<file path="src/rtl/adc_pkg.sv">
// Shared types and MCP3008 frame constants for the ADC frame arbiter.
// Latency: none (declarations only).
// Backpressure: none (declarations only).
//
// Contents: frame FSM state enum, command/data bit positions, command word helper.
package adc_pkg;

  typedef enum logic [1:0] {
    ST_IDLE,
    ST_CS_SETUP,
    ST_SHIFT,
    ST_CS_GAP
  } state_e;

  localparam int CMD_BITS        = 5;   // start, sgl, d2, d1, d0
  localparam int FIRST_DATA_EDGE = 8;   // rising edge that carries B9
  localparam int LAST_EDGE       = 17;  // rising edge that carries B0
  localparam int RESULT_W        = 10;

  // Command word shifted MSB first on rising edges 1..5.
  function automatic logic [CMD_BITS-1:0] cmd_word(input logic sgl, input logic [2:0] chan);
    return {1'b1, sgl, chan};
  endfunction

endpackage

</file>
<file path="src/rtl/spi_adc_frame.sv">
// Runs one MCP3008 conversion frame per start pulse and returns the 10-bit result.
// Latency: done_o 1+34*CLK_DIV cycles after the start edge; then CS_GAP cycles of cs_n high.
// Backpressure: start_i is ignored unless busy_o is low.
//
// Ports: clk/rst_n; start_i + chan_i + sgl_i (sampled on the start edge);
//        adc_sclk_o/adc_cs_n_o/adc_din_o/adc_dout_i to the ADC pins;
//        result_o + done_o (one-cycle pulse); busy_o high from start until the gap ends.
module spi_adc_frame
  import adc_pkg::*;
#(
  parameter int CLK_DIV = 4,
  parameter int CS_GAP  = 8
) (
  input  logic                clk,
  input  logic                rst_n,
  input  logic                start_i,
  input  logic [2:0]          chan_i,
  input  logic                sgl_i,
  input  logic                adc_dout_i,
  output logic                adc_sclk_o,
  output logic                adc_cs_n_o,
  output logic                adc_din_o,
  output logic [RESULT_W-1:0] result_o,
  output logic                done_o,
  output logic                busy_o
);

  localparam int DW = (CLK_DIV > 1) ? $clog2(CLK_DIV) : 1;
  localparam int GW = (CS_GAP > 1) ? $clog2(CS_GAP) : 1;

  state_e                state_q;
  logic [DW-1:0]         div_q;
  logic [4:0]            edge_q;      // rising SCLK edges issued so far (0..17)
  logic [GW-1:0]         gap_q;
  logic [CMD_BITS-1:0]   cmd_q;
  logic [RESULT_W-1:0]   shift_q;
  logic [RESULT_W-1:0]   shift_d;
  logic [RESULT_W-1:0]   result_q;
  logic                  sclk_q, cs_n_q, din_q, done_q, busy_q;
  logic                  sync1_q, sync2_q;
  logic                  div_last, gap_last, cap;
  logic [2:0]            nxt_bit;

  assign div_last = (div_q == DW'(CLK_DIV - 1));
  assign gap_last = (gap_q == GW'(CS_GAP - 1));
  // Two cycles after a rising edge the synchronised dout reflects the pin as it
  // was at that rising edge, so that is the sample to keep.
  assign cap      = sclk_q && (div_q == DW'(1)) && (edge_q >= 5'(FIRST_DATA_EDGE));
  assign shift_d  = cap ? {shift_q[RESULT_W-2:0], sync2_q} : shift_q;
  // Command bit to present after falling edge k is bit k+1 of the word.
  assign nxt_bit  = 3'(CMD_BITS - 1) - edge_q[2:0];

  always_ff @(posedge clk or negedge rst_n) begin
    if (!rst_n) begin
      state_q  <= ST_IDLE;
      div_q    <= '0;
      edge_q   <= '0;
      gap_q    <= '0;
      cmd_q    <= '0;
      shift_q  <= '0;
      result_q <= '0;
      sclk_q   <= 1'b0;
      cs_n_q   <= 1'b1;
      din_q    <= 1'b0;
      done_q   <= 1'b0;
      busy_q   <= 1'b0;
      sync1_q  <= 1'b0;
      sync2_q  <= 1'b0;
    end else begin
      sync1_q <= adc_dout_i;
      sync2_q <= sync1_q;
      shift_q <= shift_d;
      done_q  <= 1'b0;
      case (state_q)
        ST_IDLE: begin
          if (start_i) begin
            state_q <= ST_CS_SETUP;
            busy_q  <= 1'b1;
            cmd_q   <= cmd_word(sgl_i, chan_i);
            div_q   <= '0;
            edge_q  <= '0;
          end
        end
        ST_CS_SETUP: begin
          // First cycle drops cs_n and presents the start bit; then CLK_DIV
          // cycles of setup before the first rising edge.
          if (cs_n_q) begin
            cs_n_q <= 1'b0;
            din_q  <= cmd_q[CMD_BITS-1];
          end else if (div_last) begin
            div_q   <= '0;
            sclk_q  <= 1'b1;
            edge_q  <= 5'd1;
            state_q <= ST_SHIFT;
          end else begin
            div_q <= div_q + 1'b1;
          end
        end
        ST_SHIFT: begin
          if (!div_last) begin
            div_q <= div_q + 1'b1;
          end else begin
            div_q <= '0;
            if (!sclk_q) begin
              sclk_q <= 1'b1;
              edge_q <= edge_q + 5'd1;
            end else begin
              sclk_q <= 1'b0;
              if (edge_q == 5'(LAST_EDGE)) begin
                cs_n_q   <= 1'b1;
                done_q   <= 1'b1;
                result_q <= shift_d;
                din_q    <= 1'b0;
                gap_q    <= '0;
                state_q  <= ST_CS_GAP;
              end else if (edge_q < 5'(CMD_BITS)) begin
                din_q <= cmd_q[nxt_bit];
              end else begin
                din_q <= 1'b0;
              end
            end
          end
        end
        ST_CS_GAP: begin
          if (gap_last) begin
            state_q <= ST_IDLE;
            busy_q  <= 1'b0;
          end else begin
            gap_q <= gap_q + 1'b1;
          end
        end
        default: state_q <= ST_IDLE;
      endcase
    end
  end

  assign adc_sclk_o = sclk_q;
  assign adc_cs_n_o = cs_n_q;
  assign adc_din_o  = din_q;
  assign result_o   = result_q;
  assign done_o     = done_q;
  assign busy_o     = busy_q;

endmodule

</file>
<file path="src/rtl/adc_frame_arbiter.sv">
// Round-robin shares one MCP3008-style SPI ADC among N_REQ level requesters.
// Latency: done_o pulses 1+34*CLK_DIV cycles after the grant edge; frame period 2+34*CLK_DIV+CS_GAP.
// Backpressure: requests wait (level held) while a frame or CS gap is in progress.
//
// Ports: req_i/chan_i/sgl_i per requester; done_o one-hot pulse to the served requester;
//        result_o last conversion; owner_o current/last grant; busy_o; ADC SPI pins.
module adc_frame_arbiter
  import adc_pkg::*;
#(
  parameter int N_REQ   = 3,
  parameter int CLK_DIV = 4,
  parameter int CS_GAP  = 8
) (
  input  logic                       clk,
  input  logic                       rst_n,
  input  logic [N_REQ-1:0]           req_i,
  input  logic [N_REQ*3-1:0]         chan_i,
  input  logic [N_REQ-1:0]           sgl_i,
  output logic [N_REQ-1:0]           done_o,
  output logic [RESULT_W-1:0]        result_o,
  output logic [$clog2(N_REQ)-1:0]   owner_o,
  output logic                       busy_o,
  output logic                       adc_sclk_o,
  output logic                       adc_cs_n_o,
  output logic                       adc_din_o,
  input  logic                       adc_dout_i
);

  localparam int OW = $clog2(N_REQ);

  logic [OW-1:0] ptr_q, ptr_d;
  logic [OW-1:0] owner_q, owner_d;
  logic [OW-1:0] win_idx, idx;
  logic          win_vld;
  logic          start;
  logic          frame_done;
  logic          frame_busy;

  // Search from the pointer upward with wrap; the lowest offset wins.
  always_comb begin
    win_vld = 1'b0;
    win_idx = '0;
    idx     = '0;
    for (int i = N_REQ - 1; i >= 0; i--) begin
      idx = OW'((int'(ptr_q) + i) % N_REQ);
      if (req_i[idx]) begin
        win_vld = 1'b1;
        win_idx = idx;
      end
    end
  end

  assign start = win_vld && !frame_busy;

  always_comb begin
    ptr_d   = ptr_q;
    owner_d = owner_q;
    if (start) begin
      owner_d = win_idx;
      ptr_d   = (win_idx == OW'(N_REQ - 1)) ? '0 : win_idx + 1'b1;
    end
  end

  always_ff @(posedge clk or negedge rst_n) begin
    if (!rst_n) begin
      ptr_q   <= '0;
      owner_q <= '0;
    end else begin
      ptr_q   <= ptr_d;
      owner_q <= owner_d;
    end
  end

  spi_adc_frame #(
    .CLK_DIV (CLK_DIV),
    .CS_GAP  (CS_GAP)
  ) u_frame (
    .clk        (clk),
    .rst_n      (rst_n),
    .start_i    (start),
    .chan_i     (chan_i[int'(win_idx)*3 +: 3]),
    .sgl_i      (sgl_i[win_idx]),
    .adc_dout_i (adc_dout_i),
    .adc_sclk_o (adc_sclk_o),
    .adc_cs_n_o (adc_cs_n_o),
    .adc_din_o  (adc_din_o),
    .result_o   (result_o),
    .done_o     (frame_done),
    .busy_o     (frame_busy)
  );

  // Decoded from two registers so the pulse lands on the same edge as result_o.
  assign done_o  = frame_done ? ({{(N_REQ-1){1'b0}}, 1'b1} << owner_q) : '0;
  assign owner_o = owner_q;
  assign busy_o  = frame_busy;

endmodule

</file>
<file path="config.mk">
export PLATFORM = sky130hd
export DESIGN_NAME = adc_frame_arbiter
export DESIGN_NICKNAME = d
export VERILOG_FILES = /design/src/rtl/adc_pkg.sv /design/src/rtl/spi_adc_frame.sv /design/src/rtl/adc_frame_arbiter.sv
export SDC_FILE = /design/constraint.sdc
export NUM_CORES = 1
export LEC_CHECK = 0
export BUFFER_PORTS_ARGS = -buffer_cell sky130_fd_sc_hd__buf_4
export CAP_MARGIN = 5
export CORE_MARGIN = 2
export CORE_UTILIZATION = 29
export DETAILED_ROUTE_END_ITERATION = 12
export MAX_ROUTING_LAYER = met4
export SYNTH_ARGS = -nofsm -noshare
export SYNTH_HDL_FRONTEND = slang
export SYNTH_SLANG_ARGS = --single-unit
</file>
<file path="constraint.sdc">
create_clock -name clk -period 5.6 [get_ports clk]
set_clock_uncertainty 0.2 [all_clocks]
set_input_delay 0.84 -clock clk [delete_from_list [all_inputs] [get_ports clk]]
set_output_delay 0.84 -clock clk [all_outputs]
set_load 0.005 [all_outputs]
</file>
==> results.cfg <==
[synth]
synthDistinctLibCells = 54
syn_area_sq_mm = 0.002698
synth-warning-count = 0
syn-instance-count = 238
synth-seq-area-share_pct = 44.57
async_flop_share_pct = 100.0
synth.net_count = 272
syn_area_per_cell_sq_um = 11.33
synth_edf_count = 0
synth_seq_cells = 48
ys.flop_type = dfrtp_1

[sta]
rsz0062_at_grt = no
period_minus_slack_ns = 2.824
fin_crit_sh_pct = 50.42
setup_violations = 0
hold_violations = 0
drv_slew = 0
fmax_mhz = 354.2
fin_tns_setup_ns = 0
worst_pin_slew_ns = 0.6032
slew_headroom_pct = 59.79

[clocking]
max-clock-path-buffers = 2
cts_buffers = 5
clkSlewWorstSetupHoldPaths_ns = 0.08
worstSkewPairLatency_ns = 0.30
cts.sinks = 48
cts_setup_buffers = 0
cts_tree = built
cts_hold_buf = 0
cts_resized = 0
htree_levels = 2
cts_root_buffer = clkbuf_8

[route]
dr.pass1.iters = 5
drc = 0
drt_wl_total_um = 5183
ant_nets = 0
wire_per_inst_um = 13.53
via_count = 1898
drt_iter0_drc = 57
via_per_inst = 4.956

[hold_path]
holdCritStartpoint = u_frame.sync1_q
worstHoldPathType = reg -> reg
holdPathStages = 0
hold_path_end = u_frame.sync2_q

[outcome]
status = finished, final reports clean

[place]
placedInstanceArea_sq_mm = 0.003039
dp_hpwl_um = 3732
place_congestion = 0.7845
dp_cells = 375
portBuffers = 36

[worst_setup_path]
worstSetupStartpointType = register
reg2reg_depth = 7
cp_cell_sequence = inv_1 -> ha_1 -> or2_0 -> a31o_1 -> o31ai_4 -> a221o_1 -> mux2_1
slowest_delay_ns = 0.50
critPathCaptureType = register
r2r_slack_ns = 2.78
path_class = reg -> reg
critPathMaxFanout = 12
arrival_ns = 2.80
crit_required_ns = 5.58
timing.rr.start = ptr_q[0]
r2r_end = u_frame.div_q[0]
slowest_stage = o31ai_4

[floorplan]
fp.dieArea_sq_mm = 0.01009
die_y_um = 100.4
start_util_pct = 29.47
io_pins = 37
num_rows = 35
die_w_um = 100.4
core_area_sq_mm = 0.009153

[power]
powerDensity_mw_per_mm2 = 293.5
p_int_mw = 0.6577
p_clk_share_pct = 31.3
switching_share_pct = 29.35
cellLeakagePower_nw = 1.570
peakVddDrop_v = 0.0001689
sequentialPowerShare_pct = 40.4
p_switching_mw = 0.2732
comb_power_share_pct = 28.2

[run]
drv_cap = 0

[grt]
grt_pass1_vias = 1886
grt_pass1_wl_um = 9025
antenna_found_initial = 0
grt_max_degree = 49
grt.overflow.total = 0
groute.usage.overall_pct = 11.42

[finish]
syn_to_final_growth_pct = 17.58
diodes = 0
fin_area_sq_mm = 0.003172
nets = 305
stdcell_count = 383
drive_above_1_share_pct = 23.90
-- through the flow --
step / hold WS [ns] / util, % / total power [mW] / worst slack, ns
after global placement: 0.1320 / 33.21 / 0.6415 / 2.841
after detailed placement: 0.1364 / 33.21 / 0.6507 / 2.761
final: 0.1534 / 34.65 / 0.9309 / 2.776
after floorplan: 0.1312 / - / 0.6137 / 3.221
after CTS: 0.1581 / 34.65 / 0.9478 / 2.747
after global routing: 0.1739 / 34.65 / 0.9861 / 2.634
-- critical path, delay by kind of cell, from the launching register on --
kind	cells	cell delay [ns]
mux	1	0.33
compound gates	3	1.07
fa+ha+maj	1	0.39
flops	1	0.40
buf+inv	1	0.08
simple gates	1	0.25
-- registers in the layout, indices dropped and copies added, names as in the netlist --
| register | cells |
|---|---|
| u_frame.result_o | 10 |
| u_frame.shift_q | 10 |
| u_frame.cmd_q | 5 |
| u_frame.edge_q | 5 |
| u_frame.gap_q | 3 |
| owner_o | 2 |
| ptr_q | 2 |
| u_frame.div_q | 2 |
| u_frame.state_q | 2 |
| u_frame.adc_cs_n_o | 1 |
| u_frame.adc_din_o | 1 |
| u_frame.adc_sclk_o | 1 |
| u_frame.busy_o | 1 |
| u_frame.done_o | 1 |
| u_frame.sync1_q | 1 |
| u_frame.sync2_q | 1 |
-- synthesized netlist by cell type (all sizes together), types with 2 or more instances --
cell	number	share of area, %
dfrtp	47	44
mux2	26	11
nand2	21	2.9
ha	16	7.4
inv	12	1.7
mux2i	11	4.1
nand2b	10	2.3
nand3	10	1.9
a21oi	9	1.8
o21ai	8	1.5
buf	7	2.1
nor2	5	0.70
o211ai	5	1.6
a22o	4	1.3
nor2b	4	0.93
clkbuf	3	0.42
nor3b	3	0.83
nor4	3	0.70
a211oi	2	0.56
a22oi	2	0.56
and3b	2	0.65
o21a	2	0.56
o22ai	2	0.46
o311a	2	0.74
o31ai	2	1.1
o41ai	2	1.6
or2	2	0.46
-- final cells by class --
cell class	instances	area (sq um)
multi-input cells	168	1383
clock inverters	2	60.06
flip-flops and latches	48	1202
clock buffers	6	72.57
repair buffers	36	270.3
well taps	111	138.9
fillers	902	5981
inverters	12	45.04
-- cell usage in the layout (no fill, tap or decap), drive strengths merged, types with 6 or more instances in the layout --
cell / netlist / routed
mux2: 26 / 26
clkbuf: 3 / 6
mux2i: 11 / 11
o21ai: 8 / 8
nand2: 21 / 21
dfrtp: 47 / 47
ha: 16 / 16
buf: 7 / 36
nand2b: 10 / 10
nand3: 10 / 10
a21oi: 9 / 9
inv: 12 / 12
-- cell families (layout without fill, tap and decap cells) --
| logic type | count (synthesis) | in the layout | synth area share, % |
|---|---|---|---|
| buf+inv | 22 | 56 | 4.174 |
| mux | 38 | 38 | 15.91 |
| xor+xnor | 1 | 1 | 0.3247 |
| flops | 48 | 48 | 44.57 |
| fa+ha+maj | 16 | 16 | 7.421 |
| simple gates | 63 | 63 | 12.38 |
| compound gates | 50 | 50 | 15.21 |
-- power groups by stage --
| stage | Combinational (mW) | Clock [mW] | Sequential (mW) |
|---|---|---|---|
| 4_1_cts | 0.269 | 0.302 | 0.377 |
| 5_1_grt | 0.290 | 0.316 | 0.381 |
| 3_3_place_gp | 0.259 | 0 | 0.383 |
| 3_5_place_dp | 0.267 | 0 | 0.384 |
| 2_1_floorplan | 0.234 | 0 | 0.380 |
| 6_report | 0.263 | 0.292 | 0.376 |
-- worst max path at each step --
stage                   from                  to  slack [ns]  cells past startpoint
detailed placement  ptr_q[0]    u_frame.div_q[0]        2.76                      7
finish              ptr_q[0]    u_frame.div_q[0]        2.78                      7
global placement    req_i[0]    u_frame.div_q[0]        2.84                      6
CTS                 ptr_q[0]    u_frame.div_q[0]        2.75                      7
global route        ptr_q[0]    u_frame.div_q[0]        2.63                      7
floorplan           ptr_q[0]  u_frame.state_q[1]        3.22                      8
-- per-layer routing --
layer	up-vias	global-route usage [%]	share of wire, %
li1	932	-	-
met1	919	14.02	45
met2	43	19.31	51
met3	4	2.089	3.5
met4	0	3.161	1.1
met5	-	-	0
Note: power is estimated with default switching activity, not from simulation.
